$ cat src/rtl/quad_knob_pkg.sv
// Shared types and Gray-code decode helper for the rotary encoder control block.
package quad_knob_pkg;

  typedef enum logic [0:0] {
    ST_INIT = 1'b0,
    ST_RUN  = 1'b1
  } fsm_t;

  localparam logic DIR_RIGHT = 1'b1;
  localparam logic DIR_LEFT  = 1'b0;

  typedef enum logic [1:0] {
    GS_NONE = 2'd0,
    GS_CW   = 2'd1,
    GS_CCW  = 2'd2,
    GS_ILL  = 2'd3
  } gstep_t;

  // Position of an AB code along the CW cycle 00->01->11->10.
  function automatic logic [1:0] gray_idx(input logic [1:0] ab);
    case (ab)
      2'b00:   return 2'd0;
      2'b01:   return 2'd1;
      2'b11:   return 2'd2;
      default: return 2'd3;
    endcase
  endfunction

  function automatic gstep_t gray_step(input logic [1:0] prev, input logic [1:0] cur);
    logic [1:0] d;
    d = gray_idx(cur) - gray_idx(prev);
    case (d)
      2'd0:    return GS_NONE;
      2'd1:    return GS_CW;
      2'd3:    return GS_CCW;
      default: return GS_ILL;
    endcase
  endfunction

endpackage

$ cat src/rtl/quad_input_filter.sv
// Two-flop synchroniser on the raw AB pair followed by a run-length glitch filter;
// o_upd pulses for one cycle whenever o_filt_ab takes a new value.
module quad_input_filter #(
  parameter int FILT_LEN = 4
) (
  input  logic       clk,
  input  logic       reset,
  input  logic [1:0] i_ab,
  output logic [1:0] o_filt_ab,
  output logic       o_upd
);

  localparam int CW = (FILT_LEN < 2) ? 1 : $clog2(FILT_LEN + 1);

  logic [1:0]    r_s1, r_s2, r_filt, r_cand;
  logic [CW-1:0] r_cnt;
  logic          r_upd;
  logic [CW-1:0] w_run;

  // A run continues only while the synced value matches the candidate being timed.
  always_comb begin
    w_run = CW'(1);
    if (r_s2 == r_cand && r_cnt != '0) w_run = r_cnt + 1'b1;
  end

  always_ff @(posedge clk or negedge reset) begin
    if (!reset) begin
      r_s1   <= '0;
      r_s2   <= '0;
      r_filt <= '0;
      r_cand <= '0;
      r_cnt  <= '0;
      r_upd  <= 1'b0;
    end else begin
      r_s1  <= i_ab;
      r_s2  <= r_s1;
      r_upd <= 1'b0;
      if (r_s2 == r_filt) begin
        r_cnt <= '0;
      end else if (w_run >= CW'(FILT_LEN)) begin
        r_filt <= r_s2;
        r_cnt  <= '0;
        r_upd  <= 1'b1;
      end else begin
        r_cnt  <= w_run;
        r_cand <= r_s2;
      end
    end
  end

  assign o_filt_ab = r_filt;
  assign o_upd     = r_upd;

endmodule

$ cat src/rtl/quad_knob_ctrl.sv
// Rotary encoder control: Gray decode, detent grouping, bounded position and a
// signed net-motion queue presented to the consumer over valid/ready.
module quad_knob_ctrl
  import quad_knob_pkg::*;
#(
  parameter int FILT_LEN  = 4,
  parameter int STEPS_DET = 4,
  parameter int POS_W     = 8,
  parameter int POS_MAX   = 255,
  parameter int WRAP      = 1,
  parameter int PEND_W    = 4
) (
  input  logic             clk,
  input  logic             reset,
  input  logic             rota,
  input  logic             rotb,
  input  logic             en,
  input  logic             pos_load,
  input  logic [POS_W-1:0] pos_load_val,
  output logic             evt_valid,
  output logic             evt_dir,
  input  logic             evt_ready,
  output logic [POS_W-1:0] pos,
  output logic             step_right,
  output logic             step_left,
  output logic [7:0]       err_cnt,
  output logic             ovf,
  input  logic             err_clr
);

  localparam int PW = PEND_W + 2;
  localparam logic signed [3:0]    ACC_TOP  = 4'(STEPS_DET);
  localparam logic [POS_W-1:0]     PMAXV    = POS_W'(POS_MAX);
  localparam logic signed [PW-1:0] ONE      = PW'(1);
  localparam logic signed [PW-1:0] PEND_LIM = PW'((1 << (PEND_W - 1)) - 1);
  localparam logic signed [PW-1:0] NEG_LIM  = -PEND_LIM;

  logic [1:0] w_filt_ab;
  logic       w_upd;

  quad_input_filter #(.FILT_LEN(FILT_LEN)) u_filt (
    .clk       (clk),
    .reset     (reset),
    .i_ab      ({rota, rotb}),
    .o_filt_ab (w_filt_ab),
    .o_upd     (w_upd)
  );

  fsm_t                    r_state;
  logic [1:0]              r_ab_prev;
  logic signed [3:0]       r_acc;
  logic [POS_W-1:0]        r_pos;
  logic signed [PEND_W-1:0] r_pend;
  logic [7:0]              r_err;
  logic                    r_ovf, r_step_r, r_step_l;

  gstep_t                   w_gs;
  logic                     w_cw, w_ccw, w_ill;
  logic signed [3:0]        w_acc_inc, w_acc_dec, w_acc_nxt;
  logic                     w_det_r, w_det_l, w_accept, w_lost;
  logic signed [PW-1:0]     w_pend_x, w_delta, w_pend_sum;
  logic signed [PEND_W-1:0] w_pend_nxt;
  logic [POS_W-1:0]         w_pos_nxt;

  always_comb begin
    w_gs  = gray_step(r_ab_prev, w_filt_ab);
    w_cw  = 1'b0;
    w_ccw = 1'b0;
    w_ill = 1'b0;
    if (w_upd && r_state == ST_RUN && en) begin
      w_cw  = (w_gs == GS_CW);
      w_ccw = (w_gs == GS_CCW);
      w_ill = (w_gs == GS_ILL);
    end
  end

  assign w_acc_inc = r_acc + 4'sd1;
  assign w_acc_dec = r_acc - 4'sd1;
  assign w_det_r   = w_cw  && (w_acc_inc == ACC_TOP);
  assign w_det_l   = w_ccw && (w_acc_dec == -ACC_TOP);

  always_comb begin
    w_acc_nxt = r_acc;
    if (!en || pos_load || w_ill || w_det_r || w_det_l) w_acc_nxt = '0;
    else if (w_cw)                                      w_acc_nxt = w_acc_inc;
    else if (w_ccw)                                     w_acc_nxt = w_acc_dec;
  end

  // A load wins over a detent; the detent still reaches the event queue and pulses.
  always_comb begin
    w_pos_nxt = r_pos;
    if (pos_load)
      w_pos_nxt = (pos_load_val > PMAXV) ? PMAXV : pos_load_val;
    else if (w_det_r)
      w_pos_nxt = (r_pos >= PMAXV) ? ((WRAP != 0) ? '0 : PMAXV) : r_pos + 1'b1;
    else if (w_det_l)
      w_pos_nxt = (r_pos == '0) ? ((WRAP != 0) ? PMAXV : '0) : r_pos - 1'b1;
  end

  assign w_accept = evt_valid && evt_ready;
  assign w_pend_x = {{2{r_pend[PEND_W-1]}}, r_pend};

  always_comb begin
    w_delta = '0;
    if (w_det_r) w_delta = w_delta + ONE;
    if (w_det_l) w_delta = w_delta - ONE;
    if (w_accept) w_delta = r_pend[PEND_W-1] ? (w_delta + ONE) : (w_delta - ONE);
    w_pend_sum = w_pend_x + w_delta;
    w_lost     = 1'b0;
    w_pend_nxt = w_pend_sum[PEND_W-1:0];
    if (w_pend_sum > PEND_LIM) begin
      w_pend_nxt = PEND_LIM[PEND_W-1:0];
      w_lost     = 1'b1;
    end else if (w_pend_sum < NEG_LIM) begin
      w_pend_nxt = NEG_LIM[PEND_W-1:0];
      w_lost     = 1'b1;
    end
  end

  always_ff @(posedge clk or negedge reset) begin
    if (!reset) begin
      r_state   <= ST_INIT;
      r_ab_prev <= '0;
      r_acc     <= '0;
      r_pos     <= '0;
      r_pend    <= '0;
      r_err     <= '0;
      r_ovf     <= 1'b0;
      r_step_r  <= 1'b0;
      r_step_l  <= 1'b0;
    end else begin
      if (w_upd) begin
        r_ab_prev <= w_filt_ab;
        if (r_state == ST_INIT) r_state <= ST_RUN;
      end
      r_acc    <= w_acc_nxt;
      r_pos    <= w_pos_nxt;
      r_pend   <= w_pend_nxt;
      r_step_r <= w_det_r;
      r_step_l <= w_det_l;
      if (err_clr) begin
        r_err <= '0;
        r_ovf <= 1'b0;
      end else begin
        if (w_ill && r_err != 8'hFF) r_err <= r_err + 8'd1;
        if (w_lost)                  r_ovf <= 1'b1;
      end
    end
  end

  assign evt_valid  = (r_pend != '0);
  assign evt_dir    = (evt_valid && !r_pend[PEND_W-1]) ? DIR_RIGHT : DIR_LEFT;
  assign pos        = r_pos;
  assign step_right = r_step_r;
  assign step_left  = r_step_l;
  assign err_cnt    = r_err;
  assign ovf        = r_ovf;

endmodule

$ cat config.mk
export PLATFORM = sky130hd
export DESIGN_NAME = quad_knob_ctrl
export DESIGN_NICKNAME = d
export VERILOG_FILES = /design/src/rtl/quad_knob_pkg.sv /design/src/rtl/quad_input_filter.sv /design/src/rtl/quad_knob_ctrl.sv
export SDC_FILE = /design/constraint.sdc
export NUM_CORES = 1
export LEC_CHECK = 0
export ABC_AREA = 1
export BUFFER_PORTS_ARGS = -buffer_cell sky130_fd_sc_hd__buf_4
export CORE_MARGIN = 8
export CORE_UTILIZATION = 25
export CTS_CLUSTER_SIZE = 24
export DETAILED_ROUTE_END_ITERATION = 6
export RECOVER_POWER = 50
export SLEW_MARGIN = 20
export SYNTH_ARGS = -nofsm -noshare
export SYNTH_HDL_FRONTEND = slang
export SYNTH_SLANG_ARGS = --single-unit
$ cat constraint.sdc
create_clock -name clk -period 4.8 [get_ports clk]
set_input_delay 0 -clock clk [delete_from_list [all_inputs] [get_ports clk]]
set_output_delay 0 -clock clk [all_outputs]
set_load 0.005 [all_outputs]
* Yosys cells after proc, flatten, opt, wreduce, memory -nomap -nowiden
Cells that the tools add are included.
** Word-level totals
- Flip-flop bits (word level) :: 42
- Input bits :: 16
- Word-level logic and storage cells :: 106
** Cells by class
- Add/sub/neg operators :: 11
- Order comparisons :: 5
- Equal/unequal tests :: 14
- Multiplexer cells :: 33
- Bitwise operators :: 2
- Reduce and logical (&&, ||, !) cells :: 26
** Operators with widths (count)
- 8-bit two-way mux :: 8
- 4-bit two-way mux :: 5
- 6-bit two-way mux :: 3
- 2-bit one-hot mux with 3 select lines :: 3
- 8-bit by 1-bit adder with 8-bit output (second input constant) :: 2
- 6-bit by 2-bit subtractor with 6-bit output (second input constant) :: 2
- 1-bit two-way mux :: 11
- 2-bit equality test (second input constant) :: 5
- 3-bit two-way mux :: 3
- 3-bit nonzero test :: 3
- 2-bit by 1-bit equality test with 1-bit output (second input constant) :: 4
- 8-bit greater-or-equal comparator (second input constant) :: 1
- 8-bit greater-than comparator (second input constant) :: 1
- 1-bit logical AND :: 8
- 8-bit logical NOT :: 1
- 8-bit inequality test (second input constant) :: 1
- 8-bit by 1-bit subtractor with 8-bit output (second input constant) :: 1
- 4-bit by 6-bit adder with 6-bit output :: 1
- 6-bit by 2-bit adder with 6-bit output (second input constant) :: 1
- 6-bit by 4-bit greater-than comparator with 1-bit output (second input constant) :: 1
- 2-bit logical NOT :: 3
- 6-bit by 4-bit < comparator with 1-bit output (second input constant) :: 1
- 4-bit by 2-bit adder with 4-bit output (second input constant) :: 1
- 2-bit equality test :: 2
- other kinds (12) :: 19

* Logic depth before layout (Yosys ltp)
Gate-level depths: netlist of run 1.
- Word-level depth :: 20
- Depth in mapped cells :: 28
- Depth with buffers taken out :: 28

* Cells and area by module
Synthesis of run 1 repeated with hierarchy kept, for this count alone.
** Second synthesis, totals
- Cell total of the unflattened synthesis :: 406
- Area total of the unflattened synthesis :: 3141.8 um^2
** Modules (own cells, without submodules)
- quad_knob_ctrl :: instances 1, cells each 356, area each 2610.0 um^2
- quad_input_filter :: instances 1, cells each 50, area each 531.8 um^2

* Worst setup path before layout of run 1
Ideal clock, no wire load.
- Path kind :: register to register
- From :: register u_filt.r_filt[0] (netlist: u_filt.o_filt_ab[0])
- To :: register r_ovf (netlist: ovf)
- Setup time :: 113 ps
- Arrival time :: 4114 ps
- Required time :: 4687 ps
- Slack :: 573 ps
- Cell stages (with the launch flop) :: 23
- Path buffers :: 0
- Clock period less this slack :: 4227 ps
- Cells stage by stage :: dfrtp_1 -> inv_1 -> ha_1 -> ha_1 -> nor2_8 -> inv_4 -> nor2_2 -> inv_1 -> nor2_1 -> ha_1 -> fa_1 -> inv_1 -> fa_1 -> o21ai_0 -> inv_1 -> ha_1 -> a21oi_1 -> nand2_1 -> xor2_1 -> o21ai_0 -> nand3b_1 -> nand2_1 -> inv_1
** RTL lines
- start: declaration :: RTL line quad_input_filter.sv:15 : logic [1:0] r_s1, r_s2, r_filt, r_cand;
- start signal: assignment :: RTL line quad_input_filter.sv:41 : r_filt <= r_s2;
- 2-bit equality test (tied with other cells) :: RTL line quad_knob_pkg.sv:21 : case (ab)
- 2-bit one-hot mux with 3 select lines (*) :: RTL line quad_knob_pkg.sv:21
- 2-bit subtractor (*) :: RTL line quad_knob_pkg.sv:31 : d = gray_idx(cur) - gray_idx(prev);
- 2-bit equality test (tied with other cells) :: RTL line quad_knob_pkg.sv:32 : case (d)
- 2-bit one-hot mux with 3 select lines (*) :: RTL line quad_knob_pkg.sv:32
- 2-bit equality test (*) :: RTL line quad_knob_ctrl.sv:72 : w_ccw = (w_gs == GS_CCW);
- 1-bit two-way mux (*) :: RTL line quad_knob_ctrl.sv:70 : if (w_upd && r_state == ST_RUN && en) begin
- 1-bit logical AND (*) :: RTL line quad_knob_ctrl.sv:80 : assign w_det_l = w_ccw && (w_acc_dec == -ACC_TOP);
- via w_det_l :: RTL line quad_knob_ctrl.sv:60 : logic w_det_r, w_det_l, w_accept, w_lost;
- (+1 left out)
- 6-bit by 2-bit subtractor with 6-bit output / 6-bit by 2-bit adder with 6-bit output (equally long branches) :: RTL line quad_knob_ctrl.sv:107 : if (w_accept) w_delta = r_pend[PEND_W-1] ? (w_delta + ONE) : (w_delta - ONE);
- 6-bit two-way mux :: RTL line quad_knob_ctrl.sv:107
- 6-bit two-way mux (*) :: RTL line quad_knob_ctrl.sv:107
- 4-bit by 6-bit adder with 6-bit output (*) :: RTL line quad_knob_ctrl.sv:108 : w_pend_sum = w_pend_x + w_delta;
- 6-bit by 4-bit < comparator with 1-bit output :: RTL line quad_knob_ctrl.sv:114 : end else if (w_pend_sum < NEG_LIM) begin
- 1-bit two-way mux :: RTL line quad_knob_ctrl.sv:114
- 1-bit two-way mux (*) :: RTL line quad_knob_ctrl.sv:111 : if (w_pend_sum > PEND_LIM) begin
- 2-bit nonzero test (no line) (*)
- end signal: assignment :: RTL line quad_knob_ctrl.sv:128 : r_ovf <= 1'b0;
- end signal: assignment :: RTL line quad_knob_ctrl.sv:143 : r_ovf <= 1'b0;
- end signal: assignment :: RTL line quad_knob_ctrl.sv:146 : if (w_lost) r_ovf <= 1'b1;
- end: declaration :: RTL line quad_knob_ctrl.sv:55 : logic r_ovf, r_step_r, r_step_l;
Mark *: on every way through the listed nets, which the timed path passes. The rest lies on a longest branch.
A chain may end at the register's enable or synchronous reset.

* Worst setup path in the final report of run 1
- From :: register u_filt.r_filt[1] (netlist: u_filt.o_filt_ab[1])
- To :: register r_ovf (netlist: ovf)
** On the way
- Cells in the longest elaborated chain, start to end :: 19
** Ends and longest elaborated chain
- 2-bit equality test (tied with other cells) :: RTL line quad_knob_pkg.sv:21
- 2-bit one-hot mux with 3 select lines (*) :: RTL line quad_knob_pkg.sv:21
- 2-bit subtractor (*) :: RTL line quad_knob_pkg.sv:31
- 2-bit equality test (tied with other cells) :: RTL line quad_knob_pkg.sv:32
- 2-bit one-hot mux with 3 select lines (*) :: RTL line quad_knob_pkg.sv:32
- 2-bit by 1-bit equality test with 1-bit output :: RTL line quad_knob_ctrl.sv:71 : w_cw = (w_gs == GS_CW);
- 1-bit two-way mux :: RTL line quad_knob_ctrl.sv:70
- 1-bit logical AND :: RTL line quad_knob_ctrl.sv:79 : assign w_det_r = w_cw && (w_acc_inc == ACC_TOP);
- (+3 left out)
- 6-bit by 2-bit subtractor with 6-bit output / 6-bit by 2-bit adder with 6-bit output (equally long branches) :: RTL line quad_knob_ctrl.sv:107
- 6-bit two-way mux :: RTL line quad_knob_ctrl.sv:107
- 6-bit two-way mux (*) :: RTL line quad_knob_ctrl.sv:107
- 4-bit by 6-bit adder with 6-bit output (*) :: RTL line quad_knob_ctrl.sv:108
- 6-bit by 4-bit < comparator with 1-bit output :: RTL line quad_knob_ctrl.sv:114
- 1-bit two-way mux :: RTL line quad_knob_ctrl.sv:114
- 1-bit two-way mux (*) :: RTL line quad_knob_ctrl.sv:111
- 2-bit nonzero test (no line) (*)
Every way passes the cells marked *; elsewhere a longest branch is shown, timed or not.

==> flow_summary.ini, run 1 <==
[timing]
tightest_slew_ns = 2.350
period_share = 0.9015
max_freq_mhz = 231.1
finalHoldViolCount = 0
setup_viol = 0
finalClockSkew_ns = 0.005475
maxSlewViolCount = 43
tns_ns = 0
rsz0062_at_grt = false
slew_headroom = -0.5669
period_minus_slack_ns = 4.327

[worst_setup_path]
r2r_start = u_filt.o_filt_ab[1]
critPathKind = reg -> reg
rrSetupSlack_ns = 0.47
crit_chain = ha_1, ha_2, nor2_8, inv_4, nor2_8, nand3_4, ha_1, fa_1, inv_1, fa_1, o21ai_0, inv_1, ha_1, nand3_1, nand2_1, nand2_1, a21oi_2, inv_1, nand2_1, nand3b_1, nand2_1, inv_1
crit_buf_inv = 5
reg2reg_depth = 22
critical_path.top_delay_family = adder cells
crit_path_start_kind = flop
cp_slowest_cell = dfrtp_1
crit_path_end_kind = flop
cpPeakStageDelay_ns = 0.44
worstPathRequired_ns = 4.98
cp_data_arrival_time_ns = 4.51
r2r-end = ovf
critPathMaxFanout = 9

[global_routing]
grt_max_degree = 43
grt_pass1_wl_um = 12250
grt_pass1_vias = 2643
track_usage = 0.09074
grt_overflow = 0
grt_antenna_before_repair = 0

[power]
comb_power_share = 0.475
p_leak_nw = 1.888
p_switching_uw = 715.7
powerDensity_mw_per_mm2 = 444.5
p_seq_frac = 0.307
internal_power_uw = 926.8
power_mw = 1.643
ir_drop_uv = 220.8
clkPwrFrac = 0.218
switching_share = 0.4357

[layout]
drive_gt1_frac = 0.1557
filler_cell_count = 1253
final_cell_area_mm2 = 0.003695
fin_nets = 496
diodes = 0
fin_cells = 603
synthToLayoutAreaGrowth_pct = 20.78

[placed_design]
dp_cells = 590
postPlaceCellArea_mm2 = 0.003485
dp.final_hpwl_um = 5577
gp_congestion = 0.8665
place.port_buffers = 36

[floorplanning]
core_area_mm2 = 0.01196
rows = 40
initial_core_util = 0.2558
ios = 37
die_x_um = 126.6
die_area_mm2 = 0.01603
die_h_um = 126.6

[run]
maxCapViolCount = 1

[route]
drc_errors = 0
firstDrtPassIters = 4
ant_nets = 0
wl_per_cell_um = 11.92
via_per_inst = 4.547
via_count = 2742
drt_wl_total_um = 7187
drt_iter0_drc = 162

[synthesis]
netlist_instances = 412
yosys_warnings = 0
synth_area_per_cell_um2 = 7.425
yosysUniqueCellTypes = 38
ys_seq_area_frac = 0.3436
ys_ff_latch = 42
syn_nets = 453
netlist_area_mm2 = 0.003059

[clock_network]
clkLatencyLatePin_ns = 0.29
cts.sinks = 42
htreeDepth = 2
numCtsBuffers = 5
clk_pin_slew_ns = 0.07
clk_path_buf_depth = 2
cts_tree = yes
root_buffer = clkbuf_16

[min_path]
hp-class = in -> reg
holdPathStages = 5
hold_end = pos[4]
hold_start = pos_load_val[4]

[status]
violations = capacitance limit, slew limit
status = finished with violations
[layout make-up]
class	count	area, µm²	share of cell area
Multi-Input combinational cell	307	1779	0.4815
Sequential cell	42	1051	0.2845
Timing Repair Buffer	41	306.5	0.08297
Inverter	58	220.2	0.05960
Tap cell	147	183.9	0.04978
Clock buffer	5	125.1	0.03386
Clock inverter	3	28.78	0.007789
[per-layer routing]
layer | share of wire | GRT usage | routed length, µm
met4 | 0.014 | 0.02335 | 104
met2 | 0.45 | 0.1475 | 3265
met1 | 0.48 | 0.1175 | 3485
met3 | 0.046 | 0.02220 | 332
met5 | 0 | 0 | 0
[cells in the final DEF, fill, tap and decap left out, drive strengths merged]
cell / n
nor2: 46
dfrtp: 42
clkinv: 3
clkbuf: 14
ha: 21
nand4: 10
buf: 28
and2: 1
a31oi: 1
conb: 1
or2: 6
nor3: 1
nand2: 112
o22ai: 3
a21oi: 12
inv: 58
xnor2: 4
and3: 1
mux2: 1
xor2: 12
o21ai: 21
nand3: 47
nor3b: 1
dlygate4sd3: 4
nand3b: 2
fa: 4
[metrics by stage]
step | hold WS [ns] | setup slack [ns] | utilization
after global routing | 0.04903 | 0.0002012 | 0.3089
after global placement | 0.02638 | 0.3559 | 0.2913
after floorplan | -0.2956 | 0.5735 | -
after detailed placement | 0.03698 | 0.2378 | 0.2913
final | 0.01515 | 0.4729 | 0.3089
after CTS | 0.02101 | 0.2135 | 0.3075
[cells by family after synthesis]
kind of cell    Yosys count  synth area share
simple gates            227            0.3452
buf+inv                  63           0.08139
flops                    42            0.3436
compound gates           37           0.06463
fa+ha+maj                25            0.1121
xor+xnor                 16           0.04826
other cells               1          0.001226
mux                       1          0.003681
[worst min-delay path, stage by stage]
cell,delay [ns]
buf_4,0.08
nand2_1,0.05
nand2_1,0.06
nand2_1,0.04
nand2_1,0.05
[power by group through the flow]
| stage | sequential, mW | combinational [mW] | clock [mW] |
|---|---|---|---|
| 2_1_floorplan | 0.491 | 0.567 | 0 |
| 3_3_place_gp | 0.510 | 0.708 | 0 |
| 3_5_place_dp | 0.517 | 0.736 | 0 |
| 4_1_cts | 0.510 | 0.742 | 0.369 |
| 5_1_grt | 0.517 | 0.897 | 0.379 |
| 6_report | 0.504 | 0.780 | 0.358 |
[synth_stat cells (all sizes together)]
master	n	area share
xor2	12	0.034
and3	1	0.0020
buf	2	0.0053
a31oi	1	0.0020
clkinv	2	0.0025
o21ai	21	0.034
nor3b	1	0.0025
nand3	47	0.088
o22ai	3	0.0061
clkbuf	3	0.0041
fa	4	0.026
nand3b	2	0.0049
mux2	1	0.0037
nand2	112	0.14
nand4	10	0.020
nor2	46	0.071
conb	1	0.0012
xnor2	4	0.014
dfrtp	42	0.34
ha	21	0.086
nor3	1	0.0016
a21oi	12	0.022
and2	1	0.0020
or2	6	0.012
inv	56	0.070
[state kept, by name, summed over array words and instances (netlist names), 3 cells and up]
signal        flops
err_cnt           8
pos               8
r_acc             4
r_pend            4
u_filt.r_cnt      3
[worst max path at each step]
stage | end | startpoint | depth (start not counted) | slack, ns
after floorplan | ovf | u_filt.o_filt_ab[0] | 22 | 0.57
after global placement | ovf | u_filt.o_filt_ab[0] | 22 | 0.36
after detailed placement | ovf | u_filt.o_filt_ab[0] | 23 | 0.24
after CTS | ovf | u_filt.o_filt_ab[0] | 23 | 0.21
after global routing | ovf | r_ab_prev[0] | 27 | 0.0002
final | ovf | u_filt.o_filt_ab[1] | 22 | 0.47
[what timing repair did]
action,CTS,global route
endpoints found under the setup margin,0,4
hold buffers,4,0
setup buffers,0,1
endpoints found under the hold margin,45,0
resized for setup,0,6
Power figures use the tool's default switching activity.
==> run 2: changes to the inputs <==
- ABC_AREA: 1 -> unset
==> flow_summary.ini, run 2 <==
[synthesis]
synth_area_per_cell_um2 = 9.089
ys.flop_type = dfrtp_1
yosys_warnings = 0
ys_seq_area_frac = 0.3558
netlist_instances = 325
netlist_top_cells_area = dfrtp_1 36%, ha_1 8.9%, inv_1 3.7%
netlist.area_leader.share = 0.3558
yosysMostFrequentCell = dfrtp_1
yosys-top-cells-count = 42 x dfrtp_1, 29 x inv_1, 27 x nand2_1, 24 x nor2_1, 21 x ha_1
syn_nets = 366
yosysUniqueCellTypes = 65
synth_top_area_cell = dfrtp_1
netlist_area_mm2 = 0.002954
ys_ff_latch = 42
ys_async_sr_fraction = 1.000
synth_edf_count = 0

[route]
top_layer_used = met4
firstDrtPassIters = 4
drt_iter0_drc = 199
via_count = 2541
via_per_inst = 4.859
wl_per_cell_um = 13.51
ant_nets = 0
drt_wl_total_um = 7066
wl_met2_um = 3319
met3WireLength_um = 277
m1WireLength_um = 3361
drc_errors = 0

[layout]
synthToLayoutAreaGrowth_pct = 26.09
fin_nets = 420
final_cell_area_mm2 = 0.003725
diodes = 0
filler_cell_count = 1170
fin_cells = 523
fin_util = 0.3248
drive_gt1_frac = 0.2079
layout_common_cells = 42 x dfrtp_1, 38 x buf_4, 29 x inv_1
final_common_cell = dfrtp_1

[global_routing]
grt_overflow = 0
grt_max_degree = 43
grt_pass1_wl_um = 12160
grt_pass1_vias = 2525
track_usage = 0.09094
grt_antenna_before_repair = 0

[power]
ir_drop_uv = 227.1
internal_power_mw = 1.067
p_leak_nw = 1.692
power_mw = 1.728
powerDensity_mw_per_mm2 = 464.0
clkPwrFrac = 0.189
comb_power_share = 0.523
p_seq_frac = 0.287
p_switching_uw = 661.1
switching_share = 0.3825

[placed_design]
postPlaceCellArea_mm2 = 0.003415
dp.final_hpwl_um = 5303
dp_cells = 502
preCtsSetupSlack_ns = 0.04769
place.port_buffers = 36
gp_congestion = 0.8296

[floorplanning]
die_x_um = 124.7
rows = 39
ios = 37
die_area_mm2 = 0.01555
initial_core_util = 0.2576
die_h_um = 124.7
core_area_mm2 = 0.01147

[min_path]
hp-class = in -> reg
hold_end = r_acc[0]
hold_start = en
holdPathStages = 3

[worst_setup_path]
critPathMaxFanout = 8
crit_path_start_kind = flop
r2r-end = ovf
worstPathRequired_ns = 4.97
rrSetupSlack_ns = 0.32
crit_path_end_kind = flop
reg2reg_depth = 20
r2r_start = u_filt.o_filt_ab[0]
cp_data_arrival_time_ns = 4.64
critPathKind = reg -> reg

[clock_network]
numCtsBuffers = 5
root_buffer = clkbuf_16
cts.sinks = 42
cts_tree = yes
clk_path_buf_depth = 2
clkLatencyLatePin_ns = 0.28
clk_pin_slew_ns = 0.06
htreeDepth = 2

[timing]
slew_headroom = -0.5429
tightest_slew_ns = 2.314
setup_viol = 0
maxSlewViolCount = 43
finalHoldViolCount = 0
finalClockSkew_ns = 0.006381
period_minus_slack_ns = 4.477
worst_slack_ns = 0.3229
max_freq_mhz = 223.4
tns_ns = 0
period_share = 0.9327
holdWs_ns = 0.04299

[status]
status = finished with violations
violations = capacitance limit, slew limit

[run]
maxCapViolCount = 1
## run 2: cell types whose count changed in the layout (fill, tap and decap cells not counted), sizes merged, moves of 6 or more
cell         delta
nor3            +6
nand2          -84
o21ai           -8
a21oi           +8
inv            -28
nor2b           +7
nor2           -19
nand3          -37
buf            +10
dlygate4sd3     +8
## run 2: final cells by class
| type | count | area [µm²] | area share |
|---|---|---|---|
| Tap cell | 143 | 178.9 | 0.04804 |
| Sequential cell | 42 | 1051 | 0.2822 |
| Inverter | 30 | 112.6 | 0.03023 |
| Multi-Input combinational cell | 243 | 1793 | 0.4814 |
| Timing Repair Buffer | 57 | 446.7 | 0.1199 |
| Clock inverter | 2 | 13.76 | 0.003695 |
| Clock buffer | 6 | 128.9 | 0.03460 |
## run 2: critical path: stages (launching register included)
cell and delay (ns):
dfrtp_1 0.34, inv_1 0.06, ha_1 0.30, ha_1 0.33
or2_4 0.31, a211o_2 0.29, inv_1 0.08, ha_1 0.17
inv_1 0.11, fa_1 0.39, inv_1 0.08, fa_1 0.40
nand3_1 0.10, nand2_2 0.10, ha_4 0.32, nand2b_1 0.10
a221oi_1 0.28, a21oi_1 0.12, o32ai_2 0.22, nor2b_2 0.19
a21oi_1 0.07
## run 2: what timing repair did
action / CTS / global route
endpoints found under the hold margin: 61 / 0
gates resized for setup: 0 / 14
setup buffers: 0 / 1
hold buffers: 12 / 0
setup endpoints to repair: 0 / 4
## run 2: worst max path at each step
stage / cells after the start / end / startpoint
after floorplan: 21 / ovf / u_filt.o_filt_ab[0]
after global placement: 20 / ovf / u_filt.o_filt_ab[0]
after detailed placement: 19 / ovf / u_filt.o_filt_ab[0]
after CTS: 19 / ovf / u_filt.o_filt_ab[0]
after global routing: 20 / ovf / u_filt.o_filt_ab[0]
final: 20 / ovf / u_filt.o_filt_ab[0]
## run 2: power by group through the flow
| stage | clock (mW) | combinational, mW | sequential, mW |
|---|---|---|---|
| after floorplan | 0 | 0.599 | 0.484 |
| after global placement | 0 | 0.792 | 0.496 |
| after detailed placement | 0 | 0.808 | 0.499 |
| after CTS | 0.340 | 0.821 | 0.494 |
| after global routing | 0.354 | 1.01 | 0.511 |
| final | 0.327 | 0.905 | 0.497 |
## run 2: per-layer routing
| metal | global-route usage | vias up |
|---|---|---|
| met5 | 0 | - |
| met4 | 0.03189 | 0 |
| li1 | - | 1252 |
| met2 | 0.1477 | 50 |
| met3 | 0.01957 | 4 |
| met1 | 0.1159 | 1235 |
## run 2: cells by family (layout without fill, tap and decap cells)
family,after synthesis,count (layout),synth area share
and+or+nand+nor,119,119,0.2122
AOI/OAI and AO/OA,73,73,0.1754
DFF,42,42,0.3558
buffers and inverters,40,95,0.05463
adders and majority gates,25,25,0.1161
xor gates and xnor gates,18,18,0.05802
muxes,7,7,0.02668
other,1,1,0.001269
==> run 3: changes to the inputs <==
- ABC_AREA: unset -> 1
- MAX_ROUTING_LAYER: unset -> met4
==> flow_summary.ini, run 3 (same netlist as run 1, synthesis figures left out) <==
[route]
drc_errors = 0
via_count = 2745
ant_nets = 0
top_layer_used = met4
drt_iter0_drc = 173
firstDrtPassIters = 4
m1WireLength_um = 3524
wl_met2_um = 3253
drt_wl_total_um = 7160
met3WireLength_um = 280
wl_per_cell_um = 11.87
via_per_inst = 4.552

[layout]
filler_cell_count = 1253
diodes = 0
fin_nets = 496
synthToLayoutAreaGrowth_pct = 20.78
final_common_cell = nand2_1
drive_gt1_frac = 0.1557
regArea_mm2 = 0.001051
multiInputGateArea_mm2 = 0.001779
layout_common_cells = 109 x nand2_1, 54 x inv_1, 43 x nand3_1

[worst_setup_path]
critPathKind = reg -> reg
worstPathRequired_ns = 4.98
crit_path_end_kind = flop
cp_data_arrival_time_ns = 4.51
crit_path_start_kind = flop
cpPeakStageDelay_ns = 0.43
critPathMaxFanout = 9
crit_chain = ha_1, ha_2, nor2_8, inv_4, nor2_8, nand3_4, ha_1, fa_1, inv_1, fa_1, o21ai_0, inv_1, ha_1, nand3_1, nand2_1, nand2_1, a21oi_2, inv_1, nand2_1, nand3b_1, nand2_1, inv_1
cp_slowest_cell = dfrtp_1

[global_routing]
grt_pass1_vias = 2644
grt_max_degree = 43
track_usage = 0.09328
grt_pass1_wl_um = 12250
grt_overflow = 0
grt_antenna_before_repair = 0

[status]
status = finished with violations
violations = capacitance limit, slew limit

[clock_network]
numCtsBuffers = 5
htreeDepth = 2
root_buffer = clkbuf_16
clkLatencyLatePin_ns = 0.29
cts.sinks = 42
clk_pin_slew_ns = 0.07
clk_path_buf_depth = 2
cts_tree = yes

[min_path]
hp-class = in -> reg

[floorplanning]
rows = 40
ios = 37
core_area_mm2 = 0.01196
die_area_mm2 = 0.01603
die_h_um = 126.6
die_x_um = 126.6
initial_core_util = 0.2558

[timing]
max_freq_mhz = 231.1
finalHoldViolCount = 0
holdWs_ns = 0.01525
rsz0062_at_grt = false
setup_viol = 0
period_share = 0.9015
maxSlewViolCount = 43
slew_headroom = -0.5663
finalClockSkew_ns = 0.005518
tightest_slew_ns = 2.349
tns_ns = 0
period_minus_slack_ns = 4.327

[placed_design]
dp.final_hpwl_um = 5577
place.port_buffers = 36
gp_congestion = 0.8805

[power]
powerDensity_mw_per_mm2 = 444.3
p_leak_nw = 1.888
ir_drop_uv = 221.0

[run]
maxCapViolCount = 1
==> run 3: repair_timing <==
action / 4_1_cts / 5_1_grt
buffers inserted: 0 / 1
endpoints found under the hold margin: 45 / 0
hold buffers: 4 / 0
gates resized for setup: 0 / 6
setup endpoints to repair: 0 / 4
==> run 3: stage by stage <==
step / util / total power [mW] / cell area, µm² / worst slack [ns] / std cells
2_1_floorplan: - / 1.058 / 3059 / 0.5735 / 412
3_3_place_gp: 0.2913 / 1.218 / 3485 / 0.3559 / 590
3_5_place_dp: 0.2913 / 1.253 / 3485 / 0.2378 / 590
4_1_cts: 0.3075 / 1.621 / 3679 / 0.2135 / 602
5_1_grt: 0.3089 / 1.794 / 3695 / 0.0002016 / 603
6_report: 0.3089 / 1.642 / 3695 / 0.4727 / 603
==> run 3: cell type report <==
cell class	instances	area share
Multi-Input combinational cell	307	0.4815
Clock inverter	3	0.007789
Tap cell	147	0.04978
Inverter	58	0.05960
Sequential cell	42	0.2845
Clock buffer	5	0.03386
Timing Repair Buffer	41	0.08297
==> run 3: per-layer routing <==
layer | vias to the layer above | GRT usage
met5 | - | -
met4 | 0 | 0.02335
met3 | 10 | 0.02011
met2 | 52 | 0.1481
met1 | 1290 | 0.1183
li1 | 1393 | -
==> run 3: power breakdown <==
part / internal, mW / total, mW / switching [mW] / leakage, nW
logic: 0.301 / 0.779 / 0.478 / 1.28
registers: 0.427 / 0.504 / 0.0779 / 0.527
clock network: 0.200 / 0.358 / 0.159 / 0.0763
total: 0.927 / 1.64 / 0.715 / 1.89
==> run 3: worst paths after layout <==
kind | from | to | slack (ns) | cells past startpoint
min | pos_load_val[4] | pos[4] | 0.02 | 5
max reg2reg | u_filt.o_filt_ab[1] | ovf | 0.47 | 22
min reg2reg | u_filt.r_s1[1] | u_filt.r_s2[1] | 0.35 | 0
max in group asynchronous | reset | ovf | 2.50 | 2
min in group asynchronous | reset | err_cnt[4] | 0.95 | 2
max | u_filt.o_filt_ab[1] | ovf | 0.47 | 22
==> run 3: worst max-delay path: cells and delay by family, from the launching register on <==
kind                     cells  cell delay [ns]
flip-flops                   1             0.43
buffers and inverters        5             0.32
adder cells (fa/ha/maj)      6             2.12
AND/OR/NAND/NOR              9             1.00
AO/OA/AOI/OAI                2             0.32
